$ cat src/rtl/tiny16_io_arbiter.sv
// tiny16_io_arbiter: shares the 8-bit-address / 16-bit-data peripheral I/O bus
// between the core (M0) and a secondary requester (M1). Each transfer runs
// IDLE -> BUSY -> RESP with every output registered. A watchdog aborts any
// transfer whose slave stays silent for TIMEOUT cycles.
module tiny16_io_arbiter #(
    parameter int TIMEOUT_BITS   = 8,
    parameter int TIMEOUT        = 200,
    parameter bit FIXED_PRIORITY = 1'b0
) (
    input  logic        clk,
    input  logic        reset,
    // master 0 (core)
    input  logic        m0_valid,
    input  logic        m0_nwr,
    input  logic [7:0]  m0_address,
    input  logic [15:0] m0_data_out,
    output logic        m0_ready,
    output logic [15:0] m0_data_in,
    // master 1 (DMA / debug)
    input  logic        m1_valid,
    input  logic        m1_nwr,
    input  logic [7:0]  m1_address,
    input  logic [15:0] m1_data_out,
    output logic        m1_ready,
    output logic [15:0] m1_data_in,
    // shared slave bus
    output logic        io_valid,
    output logic        io_nwr,
    output logic [7:0]  io_address,
    output logic [15:0] io_data_out,
    input  logic        io_ready,
    input  logic [15:0] io_data_in,
    // status
    output logic [1:0]  grant,
    output logic        timeout_error,
    output logic        error_master
);

    typedef enum logic [1:0] {
        IDLE = 2'd0,
        BUSY = 2'd1,
        RESP = 2'd2
    } state_t;

    // Watchdog value seen on the last permitted silent BUSY cycle.
    localparam logic [TIMEOUT_BITS-1:0] WDOG_LAST = TIMEOUT_BITS'(TIMEOUT - 1);
    localparam logic [TIMEOUT_BITS-1:0] WDOG_MAX  = '1;

    state_t                  state, state_nx;
    logic [TIMEOUT_BITS-1:0] wdog, wdog_nx;
    logic                    last_winner, last_winner_nx;
    logic                    pick;
    logic                    owner;

    logic        io_valid_nx, io_nwr_nx;
    logic [7:0]  io_address_nx;
    logic [15:0] io_data_out_nx;
    logic        m0_ready_nx, m1_ready_nx;
    logic [15:0] m0_data_in_nx, m1_data_in_nx;
    logic [1:0]  grant_nx;
    logic        timeout_error_nx, error_master_nx;

    // The one-hot grant doubles as the owner index while a transfer is open.
    assign owner = grant[1];

    // Arbitration: a lone requester wins; a tie goes to M0 in fixed mode,
    // otherwise to the master that did not win last time.
    always_comb begin
        if (m0_valid && m1_valid) begin
            pick = FIXED_PRIORITY ? 1'b0 : ~last_winner;
        end else begin
            pick = m1_valid;
        end
    end

    // Next-state and next-output logic for the three-phase transaction.
    always_comb begin
        // NOTE: every signal gets a default first so no path leaves one
        // unassigned; otherwise synthesis infers a latch to hold it.
        state_nx         = state;
        wdog_nx          = wdog;
        last_winner_nx   = last_winner;
        io_valid_nx      = io_valid;
        io_nwr_nx        = io_nwr;
        io_address_nx    = io_address;
        io_data_out_nx   = io_data_out;
        m0_ready_nx      = 1'b0;
        m1_ready_nx      = 1'b0;
        m0_data_in_nx    = m0_data_in;
        m1_data_in_nx    = m1_data_in;
        grant_nx         = grant;
        timeout_error_nx = 1'b0;
        error_master_nx  = error_master;

        unique case (state)
            IDLE: begin
                if (m0_valid || m1_valid) begin
                    io_valid_nx    = 1'b1;
                    io_nwr_nx      = pick ? m1_nwr      : m0_nwr;
                    io_address_nx  = pick ? m1_address  : m0_address;
                    io_data_out_nx = pick ? m1_data_out : m0_data_out;
                    grant_nx       = pick ? 2'b10 : 2'b01;
                    last_winner_nx = pick;
                    wdog_nx        = '0;
                    state_nx       = BUSY;
                end
            end

            BUSY: begin
                if (io_ready) begin
                    // A slave answer wins even on the watchdog's last cycle.
                    io_valid_nx = 1'b0;
                    if (io_nwr) begin
                        if (owner) m1_data_in_nx = io_data_in;
                        else       m0_data_in_nx = io_data_in;
                    end
                    m0_ready_nx = ~owner;
                    m1_ready_nx = owner;
                    state_nx    = RESP;
                end else if (wdog == WDOG_LAST) begin
                    // Abort: the all-ones pattern marks the dead transfer.
                    io_valid_nx      = 1'b0;
                    if (owner) m1_data_in_nx = 16'hFFFF;
                    else       m0_data_in_nx = 16'hFFFF;
                    m0_ready_nx      = ~owner;
                    m1_ready_nx      = owner;
                    timeout_error_nx = 1'b1;
                    error_master_nx  = owner;
                    state_nx         = RESP;
                end else if (wdog != WDOG_MAX) begin
                    wdog_nx = wdog + 1'b1;
                end
            end

            RESP: begin
                // The still-asserted request here is the one just served.
                grant_nx = 2'b00;
                state_nx = IDLE;
            end

            default: begin
                state_nx = IDLE;
            end
        endcase
    end

    // State, watchdog and registered outputs; synchronous reset.
    always_ff @(posedge clk) begin
        // NOTE: sequential state uses non-blocking assignment so every
        // register samples values from before the edge.
        if (reset) begin
            state         <= IDLE;
            wdog          <= '0;
            last_winner   <= 1'b1;
            io_valid      <= 1'b0;
            io_nwr        <= 1'b1;
            io_address    <= 8'h00;
            io_data_out   <= 16'h0000;
            m0_ready      <= 1'b0;
            m1_ready      <= 1'b0;
            m0_data_in    <= 16'h0000;
            m1_data_in    <= 16'h0000;
            grant         <= 2'b00;
            timeout_error <= 1'b0;
            error_master  <= 1'b0;
        end else begin
            state         <= state_nx;
            wdog          <= wdog_nx;
            last_winner   <= last_winner_nx;
            io_valid      <= io_valid_nx;
            io_nwr        <= io_nwr_nx;
            io_address    <= io_address_nx;
            io_data_out   <= io_data_out_nx;
            m0_ready      <= m0_ready_nx;
            m1_ready      <= m1_ready_nx;
            m0_data_in    <= m0_data_in_nx;
            m1_data_in    <= m1_data_in_nx;
            grant         <= grant_nx;
            timeout_error <= timeout_error_nx;
            error_master  <= error_master_nx;
        end
    end

endmodule
$ cat config.mk
export PLATFORM = sky130hd
export DESIGN_NAME = tiny16_io_arbiter
export DESIGN_NICKNAME = d
export VERILOG_FILES = /design/src/rtl/tiny16_io_arbiter.sv
export SDC_FILE = /design/constraint.sdc
export NUM_CORES = 1
export LEC_CHECK = 0
export BUFFER_PORTS_ARGS = -buffer_cell sky130_fd_sc_hd__buf_2
export CELL_PAD_IN_SITES_DETAIL_PLACEMENT = 1
export CELL_PAD_IN_SITES_GLOBAL_PLACEMENT = 2
export CORE_MARGIN = 2
export CORE_UTILIZATION = 29
export CTS_CLUSTER_DIAMETER = 200
export CTS_CLUSTER_SIZE = 14
export DETAILED_ROUTE_END_ITERATION = 12
export GPL_ROUTABILITY_DRIVEN = 0
export HOLD_SLACK_MARGIN = 0.12
export PLACE_DENSITY_LB_ADDON = 0.1
export SLEW_MARGIN = 40
export SYNTH_ARGS = -nofsm -noshare
export SYNTH_HDL_FRONTEND = slang
export SYNTH_SLANG_ARGS = --single-unit
$ cat constraint.sdc
create_clock -name clk -period 3.9 [get_ports clk]
set_clock_uncertainty 0.2 [all_clocks]
set_input_delay 1.17 -clock clk [delete_from_list [all_inputs] [get_ports clk]]
set_output_delay 1.17 -clock clk [all_outputs]
set_load 0.03 [all_outputs]
* Yosys cells after proc, flatten, opt, wreduce, memory -nomap -nowiden
Index checks and enable logic that the tools add are counted.
Word-level totals: bits in registers 75, output and inout bits 64, logic and storage cells 80
Cells by class: add/sub/neg operators 1, equal/unequal tests 10, mux-type cells 35, bitwise operators 4, reductions and logical operators 16
Operators with widths (count):
- 16-bit two-way mux | 11
- 8-bit two-way mux | 5
- 8-bit case mux with 2 select lines | 1
- 1-bit two-way mux | 10
- 2-bit two-way mux | 5
- 2-bit inequality test, second input constant | 5
- 8-bit by 1-bit adder with 8-bit output, second input constant | 1
- 8-bit equality test, second input constant | 1
- 8-bit inequality test, second input constant | 1
- 2-bit case mux with 2 select lines | 2
- 4-bit AND reduction | 2
- 2-bit AND reduction | 3
- 3-bit AND reduction | 2
- 2-bit nonzero test | 3
- 5-bit AND reduction | 1
- 1-bit inverter | 4
- 3-bit inequality test, second input constant | 1
- 3-bit OR reduction | 1
- 2-bit by 1-bit equality test with 1-bit output, second input constant | 1
- 2-bit equality test, second input constant | 1
- 2-bit zero test | 1
- 1-bit case mux with 2 select lines | 1
- 2-bit OR reduction | 1
- 1-bit logical AND | 1
- 1-bit logical OR | 1

* Logic depth before layout (Yosys ltp)
depth after elaboration 5, depth in mapped cells 7

* Worst setup path after synthesis
OpenSTA, ideal clock, no wires.
path kind input -> register, from input m0_valid, to register io_address[0], data arrival time 2.244 ns, slack 1.365 ns, cell stages on the path 5, buffers on the path 2, path through clkbuf_1 a21boi_1 clkbuf_1 nand2_1 a311oi_1
Between the ends: cells in the longest elaborated chain, start to end 3, elaborated cells on any way between the ends 5
Ends and longest elaborated chain:
- start: declaration | RTL line 13 | input logic m0_valid,
- 1-bit logical AND | RTL line 69 | if (m0_valid && m1_valid) begin
- 1-bit two-way mux | RTL line 69
- 8-bit two-way mux | RTL line 100 | io_address_nx = pick ? m1_address : m0_address;
- end signal: assignment | RTL line 172 | io_address <= io_address_nx;
- end: declaration | RTL line 29 | output logic [7:0] io_address,
Several ways; a longest one is shown, not always the timed one. A chain may end at the register's enable or synchronous reset.

* Worst setup path after layout
from input io_ready, to register m0_data_in[11]
Between the ends: cells in the longest elaborated chain, start to end 2, elaborated cells on any way between the ends 4
Ends and longest elaborated chain:
- start: declaration | RTL line 31 | input logic io_ready,
- 2-bit inequality test (no line) / 2-bit nonzero test (equally long branches)
- 4-bit AND reduction (no line)
- end signal: assignment | RTL line 176 | m0_data_in <= m0_data_in_nx;
- end: declaration | RTL line 18 | output logic [15:0] m0_data_in,
Several ways; a longest one is shown, not always the timed one.

==> results.yml <==
outcome:
  status: "completed"
die:
  start_util_pct: 29.9
  core_area_sq_um: 10900
  die_w_microns: 110
  ios: 135
  rows: 38
  die-height_microns: 110
  die-area_sq_um: 12100
yosys:
  synth_fp_nets: 443
  synth_area_sq_um: 3250
  ys.flop_type: "dfxtp_1"
  synth_seq_area_share_pct: 46.2
  async_flop_share_pct: 0
  netlist_instances: 370
  yosys_warnings: 0
  synth_top_area_share_pct: 46.2
  syn_area_per_cell_sq_um: 8.79
  yosysMostFrequentCell: "dfxtp_1"
  synth_edf_count: 0
  ys_seq_elements: 75
  synth_top_cell_by_area: "dfxtp_1"
  yosys.cell_types.count: 46
  synthTopCellsByCount: "dfxtp_1 (75), nand2_1 (54), a21oi_1 (38)"
  yosys-top-cells-area: "dfxtp_1 (46%), a211oi_1 (6.9%), nand2_1 (6.2%)"
pwr:
  switching_share_pct: 29.8
  power_frac_seq_pct: 42.6
  comb_power_share_pct: 19.7
  pwr-share-clk_pct: 37.7
  vdd_drop_max_mv: 0.139
  p_int_mw: 1.40
  p_leak_nw: 1.78
  power_switching_mw: 0.595
  power-per-cell-area_nw_per_um2: 472
critical_path:
  r2r_cells: 5
  crit_type: "in2reg"
  critPathArrivalTime_ps: 2600
  worst_setup_path_start_kind: "input port"
  reg2reg_slack_ps: 1510
  crit_path_start: "io_ready"
  cp_num_buf_inv: 1
  required_ps: 3890
  cp-endpoint: "m0_data_in[11]"
  slowest_stage: "and2_1"
  timing.rr.end: "m0_data_in[11]"
  worstPathCellList: "buf_2 -> nand2_1 -> o31ai_4 -> and2_1 -> a211oi_1"
  end_kind: "flip-flop"
  path_delay_family: "simple AND/OR/NAND/NOR gates"
  worst-path-stages: 5
  reg2reg_from: "wdog[0]"
  path_max_fanout: 24
  crit_path_max_incr_delay_ps: 620
clock_tree:
  htreeDepth: 3
  path_clk_slew_ps: 70
  cts_buffers: 9
  postCtsSetupBuffers: 0
  cts_buffer_depth: 2
  cts.sinks: 75
  holdBufCountCts: 0
  cts_root_buffer: "clkbuf_8"
  cts_resized: 0
  cts_tree: "yes"
  worstSkewPairLatency_ps: 350
cells_and_area:
  layout-drive-gt1-share_pct: 33.6
  fin_area_sq_um: 4230
  nets: 566
  final_cell_count_no_fill: 637
  areaGrowthSynthToFinish_pct: 30.2
  diodes: 0
sta:
  slew_headroom_pct: 49.6
  worst_pin_slew_ps: 751
  period_needed_ps: 2600
  tns_ps: 0
  finalMaxSlewViolations: 0
  fin_ws_ps: 1300
  finalSetupViolations: 0
  hold_viol_final: 0
  rsz0062_at_grt: "no"
  fmax_ghz: 0.384
  finalCritPeriodShare_pct: 66.8
detailed_routing:
  routed_wl_microns: 10700
  drtPass1Iterations: 4
  vias_per_cell: 5.10
  drt-wirelength-per-cell_microns: 16.7
  drcViolationCount: 0
  drt-initial-drc-count: 148
  antenna_left: 0
  vias: 3248
placement:
  dpl_cell_area_sq_um: 3980
  dpl.hpwl_microns: 7540
  placed_cells: 622
  dpl_worst_slack_ps: 904
  io_buffers: 134
global_route:
  grt_max_degree: 48
  track_usage_pct: 17.9
  antenna_found_initial: 0
  grt_pass1_wl_microns: 16800
  grt-ovfl-total: 0
  grt_pass1_vias: 3270
worst_hold_path:
  holdPathStages: 2
  hold_path_class: "reg2reg"
run:
  cap_violations: 0
-- logic make-up after synthesis --
group | count (synthesis) | share of synthesized area [%]
adders and majority gates | 2 | 0.769
and+or+nand+nor | 134 | 19.2
AOI/OAI and AO/OA | 121 | 26.9
buffers and inverters | 35 | 6.04
DFF | 75 | 46.2
muxes | 3 | 0.923
-- state kept, by name, indices dropped and copies added (netlist names), 2 cells and up --
| register | flops |
|---|---|
| state | 2 |
| io_data_out | 16 |
| m1_data_in | 16 |
| m0_data_in | 16 |
| grant | 2 |
| wdog | 8 |
| io_address | 8 |
-- metrics by stage --
stage / hold slack (ps) / util [%] / total power, mW
after floorplan: 292 / - / 1.13
after global placement: 265 / 36.6 / 1.26
after detailed placement: 274 / 36.6 / 1.27
after CTS: 285 / 38.9 / 2.03
after global routing: 312 / 38.9 / 2.11
final: 281 / 38.9 / 2.00
-- area by class of cell --
class                      instances  area [sq um]
inverter                           5          18.8
clock inverter                     4          97.6
clock buffer                      11           151
multi-input combinational        260          1560
timing repair buffer             142           731
sequential                        75          1500
fill                            1320          6660
tap                              140           175
-- layer usage --
metal / GRT usage (%) / wire length (microns) / vias to the layer above
met4: 7.05 / 174 / 0
met3: 4.56 / 699 / 14
met5: 0 / 0 / -
li1: - / - / 1595
met1: 21.8 / 4780 / 1542
met2: 30.1 / 4990 / 97
-- power groups by stage --
stage                     registers, mW  logic (mW)  clock network [mW]
after CTS                         0.852       0.401               0.779
after global routing              0.859       0.434               0.813
final                             0.851       0.394               0.754
after global placement            0.868       0.395                   0
after detailed placement          0.869       0.400                   0
after floorplan                   0.961       0.173                   0
-- worst min path at each step --
| stage | start | end | slack (ps) |
|---|---|---|---|
| floorplan | wdog[5] | wdog[5] | 290 |
| global placement | grant[0] | grant[0] | 260 |
| detailed placement | io_address[7] | io_address[7] | 270 |
| CTS | io_address[7] | io_address[7] | 280 |
| global route | io_data_out[15] | io_data_out[15] | 310 |
| finish | io_address[7] | io_address[7] | 280 |
-- cells in the final DEF, fill, tap and decap left out, types with 4 or more instances in the layout --
cell	synthesis	routed
dfxtp_1	75	75
a21oi_1	38	38
buf_4	0	8
buf_2	3	134
nor2_1	31	31
nor3_1	4	4
clkbuf_8	0	11
a31oi_1	6	6
nand2_1	54	54
a211oi_1	30	30
a311oi_1	23	23
nor2b_1	19	19
inv_1	5	5
nand3_1	10	10
-- worst reg2reg max path: cells and delay by family, from the launching register on --
| kind | cells | cell delay (ps) |
|---|---|---|
| compound gates | 2 | 480 |
| fa+ha+maj | 1 | 260 |
| flops | 1 | 430 |
| simple gates | 2 | 870 |
(Power assumes the default switching activity.)
